$ cat config.mk
export PLATFORM = sky130hd
export DESIGN_NAME = x_uart_rx_param
export DESIGN_NICKNAME = d
export VERILOG_FILES = /design/src/rtl/x_uart_pkg.sv /design/src/rtl/x_uart_sync3.sv /design/src/rtl/x_uart_rx_param.sv
export SDC_FILE = /design/constraint.sdc
export NUM_CORES = 1
export LEC_CHECK = 0
export CORE_MARGIN = 3
export CORE_UTILIZATION = 30
export DETAILED_ROUTE_END_ITERATION = 10
export HOLD_SLACK_MARGIN = 0.1
export MAX_ROUTING_LAYER = met4
export SLEW_MARGIN = 40
export SYNTH_ARGS = -nofsm -noshare
export SYNTH_HDL_FRONTEND = slang
export SYNTH_SLANG_ARGS = --single-unit
$ cat constraint.sdc
create_clock -name i_clk -period 1.9 [get_ports i_clk]
set_clock_uncertainty 0.15 [all_clocks]
set_input_delay 0.19 -clock i_clk [delete_from_list [all_inputs] [get_ports i_clk]]
set_output_delay 0.19 -clock i_clk [all_outputs]
set_load 0.005 [all_outputs]
$ cat src/rtl/x_uart_pkg.sv
// x_uart_pkg: shared definitions for the x_uart receiver and transmitter.
//   x_uart_rx_state_t : receiver FSM states (PARITY only with X_UART_RX_PARITY_EN)
//   baud_period()     : T = ceil(clk_hz / baud), clocks per bit
//   baud_half()       : H = T/2, mid-bit sample offset
//   baud_timer_w()    : width of the 0..T-1 bit timer
package x_uart_pkg;

    typedef enum logic [2:0] {
        ST_IDLE   = 3'd0,
        ST_START  = 3'd1,
        ST_DATA   = 3'd2,
`ifdef X_UART_RX_PARITY_EN
        ST_PARITY = 3'd3,
`endif
        ST_STOP   = 3'd4
    } x_uart_rx_state_t;

    // Ceiling done by hand: truncate, then bump if anything was cut off.
    function automatic int baud_period(input real clk_hz, input real baud);
        real r;
        int  t;
        r = clk_hz / baud;
        t = $rtoi(r);
        if ($itor(t) < r) t = t + 1;
        return t;
    endfunction

    function automatic int baud_half(input real clk_hz, input real baud);
        return baud_period(clk_hz, baud) / 2;
    endfunction

    function automatic int baud_timer_w(input real clk_hz, input real baud);
        return $clog2(baud_period(clk_hz, baud));
    endfunction

endpackage

$ cat src/rtl/x_uart_sync3.sv
// x_uart_sync3: three-flop synchroniser for the serial line.
//   clk, rst : clock, synchronous active-high reset (flops reset to 1 = idle line)
//   din      : asynchronous serial input
//   fall     : falling edge seen between stages 2 and 3
//   maj      : majority vote of the three stages
module x_uart_sync3 (
    input  logic clk,
    input  logic rst,
    input  logic din,
    output logic fall,
    output logic maj
);

    logic p1, p2, p3;

    always_ff @(posedge clk) begin
        if (rst) begin
            p1 <= 1'b1;
            p2 <= 1'b1;
            p3 <= 1'b1;
        end else begin
            p1 <= din;
            p2 <= p1;
            p3 <= p2;
        end
    end

    assign fall = ~p2 & p3;
    assign maj  = (p1 & p2) | (p1 & p3) | (p2 & p3);

endmodule

$ cat src/rtl/x_uart_rx_param.sv
// x_uart_rx_param: parametrised UART receiver with majority sampling,
// false-start rejection, framing check, optional parity (X_UART_RX_PARITY_EN)
// and a valid/ready output holding register with overrun reporting.
//   i_clk, i_rst : clock, synchronous active-high reset
//   i_rx         : asynchronous serial line, idle high
//   i_ready      : consumer takes the held word this cycle
//   o_valid      : held word available
//   o_data       : received word, LSB = first data bit on the line
//   o_frame_err  : a stop bit of the held word was sampled low
//   o_par_err    : parity mismatch of the held word (0 without parity build)
//   o_overrun    : one-cycle pulse when a completed frame is dropped
module x_uart_rx_param
    import x_uart_pkg::*;
#(
    parameter real p_clk_hz     = 1000000.0,
    parameter real p_baud       = 115200.0,
    parameter int  p_data_bits  = 8,
    parameter int  p_stop_bits  = 1,
    parameter bit  p_parity_odd = 1'b0
) (
    input  logic                   i_clk,
    input  logic                   i_rst,
    input  logic                   i_rx,
    input  logic                   i_ready,
    output logic                   o_valid,
    output logic [p_data_bits-1:0] o_data,
    output logic                   o_frame_err,
    output logic                   o_par_err,
    output logic                   o_overrun
);

    localparam int T  = baud_period(p_clk_hz, p_baud);
    localparam int H  = baud_half(p_clk_hz, p_baud);
    localparam int TW = baud_timer_w(p_clk_hz, p_baud);
    localparam int BW = $clog2(p_data_bits);

    localparam logic [TW-1:0] T_LAST    = TW'(T - 1);
    localparam logic [TW-1:0] H_CNT     = TW'(H);
    localparam logic [BW-1:0] BIT_LAST  = BW'(p_data_bits - 1);
    localparam logic          STOP_LAST = 1'(p_stop_bits - 1);

    logic fall, sample;

    x_uart_sync3 u_sync (
        .clk  (i_clk),
        .rst  (i_rst),
        .din  (i_rx),
        .fall (fall),
        .maj  (sample)
    );

    x_uart_rx_state_t       state;
    logic [TW-1:0]          timer;
    logic [BW-1:0]          bit_cnt;
    logic                   stop_idx;
    logic [p_data_bits-1:0] shreg;
    logic                   ferr_acc;

    logic at_mid, at_wrap, complete, frame_err_now;

    assign at_mid        = (timer == H_CNT);
    assign at_wrap       = (timer == T_LAST);
    // Frame ends at the mid-point of the last stop bit, not its end, so a
    // start edge arriving right at the stop-bit boundary is still seen.
    assign complete      = (state == ST_STOP) && at_mid && (stop_idx == STOP_LAST);
    assign frame_err_now = ferr_acc | ~sample;

`ifdef X_UART_RX_PARITY_EN
    logic perr;
`endif

    always_ff @(posedge i_clk) begin
        if (i_rst) begin
            state    <= ST_IDLE;
            timer    <= '0;
            bit_cnt  <= '0;
            stop_idx <= 1'b0;
            shreg    <= '0;
            ferr_acc <= 1'b0;
`ifdef X_UART_RX_PARITY_EN
            perr     <= 1'b0;
`endif
        end else begin
            timer <= (state == ST_IDLE || at_wrap) ? '0 : timer + 1'b1;
            case (state)
                ST_IDLE: begin
                    if (fall) begin
                        state    <= ST_START;
                        bit_cnt  <= '0;
                        stop_idx <= 1'b0;
                        ferr_acc <= 1'b0;
                    end
                end
                ST_START: begin
                    // Line back high at mid start bit: glitch, not a frame.
                    if (at_mid && sample) begin
                        state <= ST_IDLE;
                        timer <= '0;
                    end else if (at_wrap) begin
                        state <= ST_DATA;
                    end
                end
                ST_DATA: begin
                    if (at_mid) shreg <= {sample, shreg[p_data_bits-1:1]};
                    if (at_wrap) begin
                        if (bit_cnt == BIT_LAST) begin
`ifdef X_UART_RX_PARITY_EN
                            state <= ST_PARITY;
`else
                            state <= ST_STOP;
`endif
                        end else begin
                            bit_cnt <= bit_cnt + 1'b1;
                        end
                    end
                end
`ifdef X_UART_RX_PARITY_EN
                ST_PARITY: begin
                    if (at_mid) perr <= ((^shreg) ^ sample) != p_parity_odd;
                    if (at_wrap) state <= ST_STOP;
                end
`endif
                ST_STOP: begin
                    if (at_mid) begin
                        ferr_acc <= frame_err_now;
                        if (stop_idx == STOP_LAST) begin
                            state <= ST_IDLE;
                            timer <= '0;
                        end else begin
                            stop_idx <= 1'b1;
                        end
                    end
                end
                default: state <= ST_IDLE;
            endcase
        end
    end

    // Holding register: a new frame only overwrites a word the consumer has
    // already taken (or is taking this very cycle).
    always_ff @(posedge i_clk) begin
        if (i_rst) begin
            o_valid     <= 1'b0;
            o_data      <= '0;
            o_frame_err <= 1'b0;
            o_overrun   <= 1'b0;
`ifdef X_UART_RX_PARITY_EN
            o_par_err   <= 1'b0;
`endif
        end else begin
            o_overrun <= 1'b0;
            if (complete) begin
                if (~o_valid | i_ready) begin
                    o_valid     <= 1'b1;
                    o_data      <= shreg;
                    o_frame_err <= frame_err_now;
`ifdef X_UART_RX_PARITY_EN
                    o_par_err   <= perr;
`endif
                end else begin
                    o_overrun <= 1'b1;
                end
            end else if (i_ready) begin
                o_valid <= 1'b0;
            end
        end
    end

`ifndef X_UART_RX_PARITY_EN
    assign o_par_err = 1'b0;
`endif

endmodule

==> results.md <==
- Status: finished, final reports clean
- Slew Viols, Final: 0
- H-tree depth: 2
- CTS buffer count: 5
- Gate count of the mapped netlist: ~140
- Area growth from synthesis to layout: 20.0%
- Setup-failing EPs final: 0
- Worst R2R Path Depth: 7
- Register-to-Register Setup Slack: slightly above 100 ps
- CP Cell Sequence: inv_1 > ha_1 > and3b_1 > nand2_1 > a211oi_1 > buf_4 > nor4_1
- Number of synthesized register bits: 33
- Maximum vdd drop: approximately 260 uV
- CP max stage cell: dfxtp_1
- Final nets: 166
- Fin crit share: 0.946
- GRT Total Usage: 0.104
- F_max: about 0.56 GHz
- Pleak: 0.748 nW
- Worst hold path depth: 1
- Post-Synthesis Cell Area: approximately 1400 um^2
- CTS clk-pin slew, worst paths: around 60 ps
- Clock Power Share: 0.403
- Hold endpoint: u_sync.p2
- Switching share of power: 0.201
- Fraction of layout cells with a size suffix above 1: 0.127
- Worst setup EP type: flip-flop
- # DRC: 0
- Detailed placer's ending HPWL: 1.85 mm
- Clock Latency Late Sink: approximately 270 ps
- R2r startpoint: timer[0]
- Hold Crit Start: u_sync.p1
- DRT Wirelength: 2.59 mm
- Overflow after GRT: 0
- Area of the core: 4500 um^2
- P_sw: between 200 and 300 uW
- Die width: roughly 75 um
- Max-cap violations: 0
- Post-CTS Hold Buffers: 0
- Antenna violations before repair: 0
- Initial detailed-routing violation count: 22
- TritonCTS clock tree: done
- CP Data Arrival Time: 1820 ps
- Fin crit period: 1800 ps
- Routed WL per cell: 12.3 um
- Critical path peak fanout: 5
- Int Pwr: around 1.0 mW
- Post-cts sizing count: 0
- CTS max path bufs: 2
- First-pass GRT wire length: around 4.3 mm
- Sum Neg Setup Slack: 0 ps
- Register area share after synthesis: 0.460
- Ports: 16
- Ant diodes: 0
- Core Rows: 24
- Asr flop ratio synth: 0
- Largest net degree at the start of global routing: 36
- Worst EP required: roughly 1900 ps
- Critical Path Start: timer[0]
- Crit path kind: flip-flop to flip-flop
- Pwr Total: approximately 1.3 mW
- # Post-CTS Setup Buffers: 0
- Reg-to-reg critical path endpoint: timer[3]
- Comb pwr share: 0.041
- Post-synth cell types: 41
- CTS root buffer: clkbuf_8
- Pwr dens: between 700 and 800 nW/um^2
- Initial Utilization: 0.319
- EDFF count, synth: 0
- Worst stage delay on the critical path: approximately 380 ps
- Hold WC Path Type: flip-flop to flip-flop
- Vias post-DR: approximately 1,000
- Seq pwr share: 0.557
- Prevailing post-synth register cell: dfxtp_1
- Post-DRT Antenna Nets: 0
- Yosys warnings: 0
- Crit start category: flip-flop
- Hold Fails Final Rpt: 0
- RePlAce Congestion: around 0.79
- Syn Area/Cell: between 9 and 10 um^2
- Vias per cell: a little under 5
- Clk sinks: 33
- RSZ-0062 raised after global routing: no
- Post-layout util: 0.383
- Die area: 5660 um^2
- Syn Nets: ~150
- DR pass1 iterations: 4
- Vias in the first global route: between 1,000 and 1,500
- IO buf count: 14
- Die Y-Extent: ~75 um
## cell usage in the layout (no fill, tap or decap), drive strengths merged, types with 4 or more instances in the layout
master / n
mux2i: 18
nand3: 4
nand3b: 4
dfxtp: 33
buf: 4
nand2: 5
nor2: 20
clkbuf: 7
nor3: 4
ha: 4
clkdlybuf4s50: 14
## registers in the layout, indices dropped and copies added, names as in the netlist
| signal | count |
|---|---|
| state | 3 |
| o_data | 8 |
| u_sync.p3 | 1 |
| u_sync.p2 | 1 |
| shreg | 8 |
| o_frame_err | 1 |
| o_overrun | 1 |
| bit_cnt | 3 |
| ferr_acc | 1 |
| u_sync.p1 | 1 |
| o_valid | 1 |
| timer | 4 |
## layout make-up
class	instances	area [um^2]
Sequential cell	33	661
Timing Repair Buffer	18	195
Fill cell	443	2780
Clock buffer	7	86.3
Inverter	3	11.3
Multi-Input combinational cell	97	707
Tap cell	52	65.1
## power by group through the flow
| stage | logic (mW) | registers (mW) | clock network (mW) |
|---|---|---|---|
| after floorplan | 0.0365 | 0.714 | 0 |
| after global placement | 0.0500 | 0.717 | 0 |
| after detailed placement | 0.0510 | 0.718 | 0 |
| after CTS | 0.0514 | 0.702 | 0.529 |
| after global routing | 0.0558 | 0.703 | 0.554 |
| final | 0.0515 | 0.703 | 0.508 |
## metrics by stage
stage                     hold WS [ps]  cell area [um^2]  setup slack (ps)  instances
after global placement             287              1630               180        203
after detailed placement           296              1630               134        203
after floorplan                    144              1440               174        144
after global routing               329              1730              14.3        210
after CTS                          312              1710               113        210
final                              308              1730               103        210
## routing by layer
layer,vias to the layer above,track usage,share of wire
li1,518,-,-
met4,0,0.0641,0.019
met5,-,-,0
met1,470,0.104,0.43
met3,2,0.0360,0.033
met2,21,0.174,0.52
## kinds of logic (layout without fill, tap and decap cells)
| logic type | after synthesis | in the layout | synth area share |
|---|---|---|---|
| other | 1 | 1 | 0.00261 |
| adders and majority gates | 5 | 5 | 0.0418 |
| xor gates and xnor gates | 2 | 2 | 0.0122 |
| DFF | 33 | 33 | 0.460 |
| AOI/OAI and AO/OA | 13 | 13 | 0.0670 |
| muxes | 19 | 19 | 0.133 |
| and+or+nand+nor | 57 | 57 | 0.227 |
| buffers and inverters | 14 | 28 | 0.0566 |
## synth_stat cells, drive strengths merged (2+ instances only)
library cell | instances | share of area
clkbuf | 5 | 0.014
nand2 | 5 | 0.013
nand2b | 3 | 0.013
nor3 | 4 | 0.022
a31oi | 2 | 0.0087
inv | 3 | 0.0078
nand3 | 4 | 0.017
mux2i | 18 | 0.13
nand3b | 4 | 0.021
and3b | 3 | 0.018
dfxtp | 33 | 0.46
buf | 6 | 0.035
nor2 | 20 | 0.052
or2 | 3 | 0.013
a211oi | 3 | 0.019
nor4 | 3 | 0.013
ha | 4 | 0.035
nor3b | 3 | 0.016
a21oi | 2 | 0.0070
## how the worst max path moves through the flow
stage                  to  slack, ps  cells past startpoint
6_report         timer[3]        100                      7
5_1_grt          timer[3]         10                      7
2_1_floorplan  bit_cnt[0]        170                      5
3_3_place_gp     timer[2]        180                      7
3_5_place_dp     timer[1]        130                      7
4_1_cts          timer[3]        110                      7
## critical path: cells and delay by family, from the launching register on
family	cells	cell delay [ps]
adder cells (fa/ha/maj)	1	230
AO/OA/AOI/OAI	1	90
buffers and inverters	2	230
AND/OR/NAND/NOR	3	600
flip-flops	1	380
Note: power is estimated with default switching activity, not from simulation.
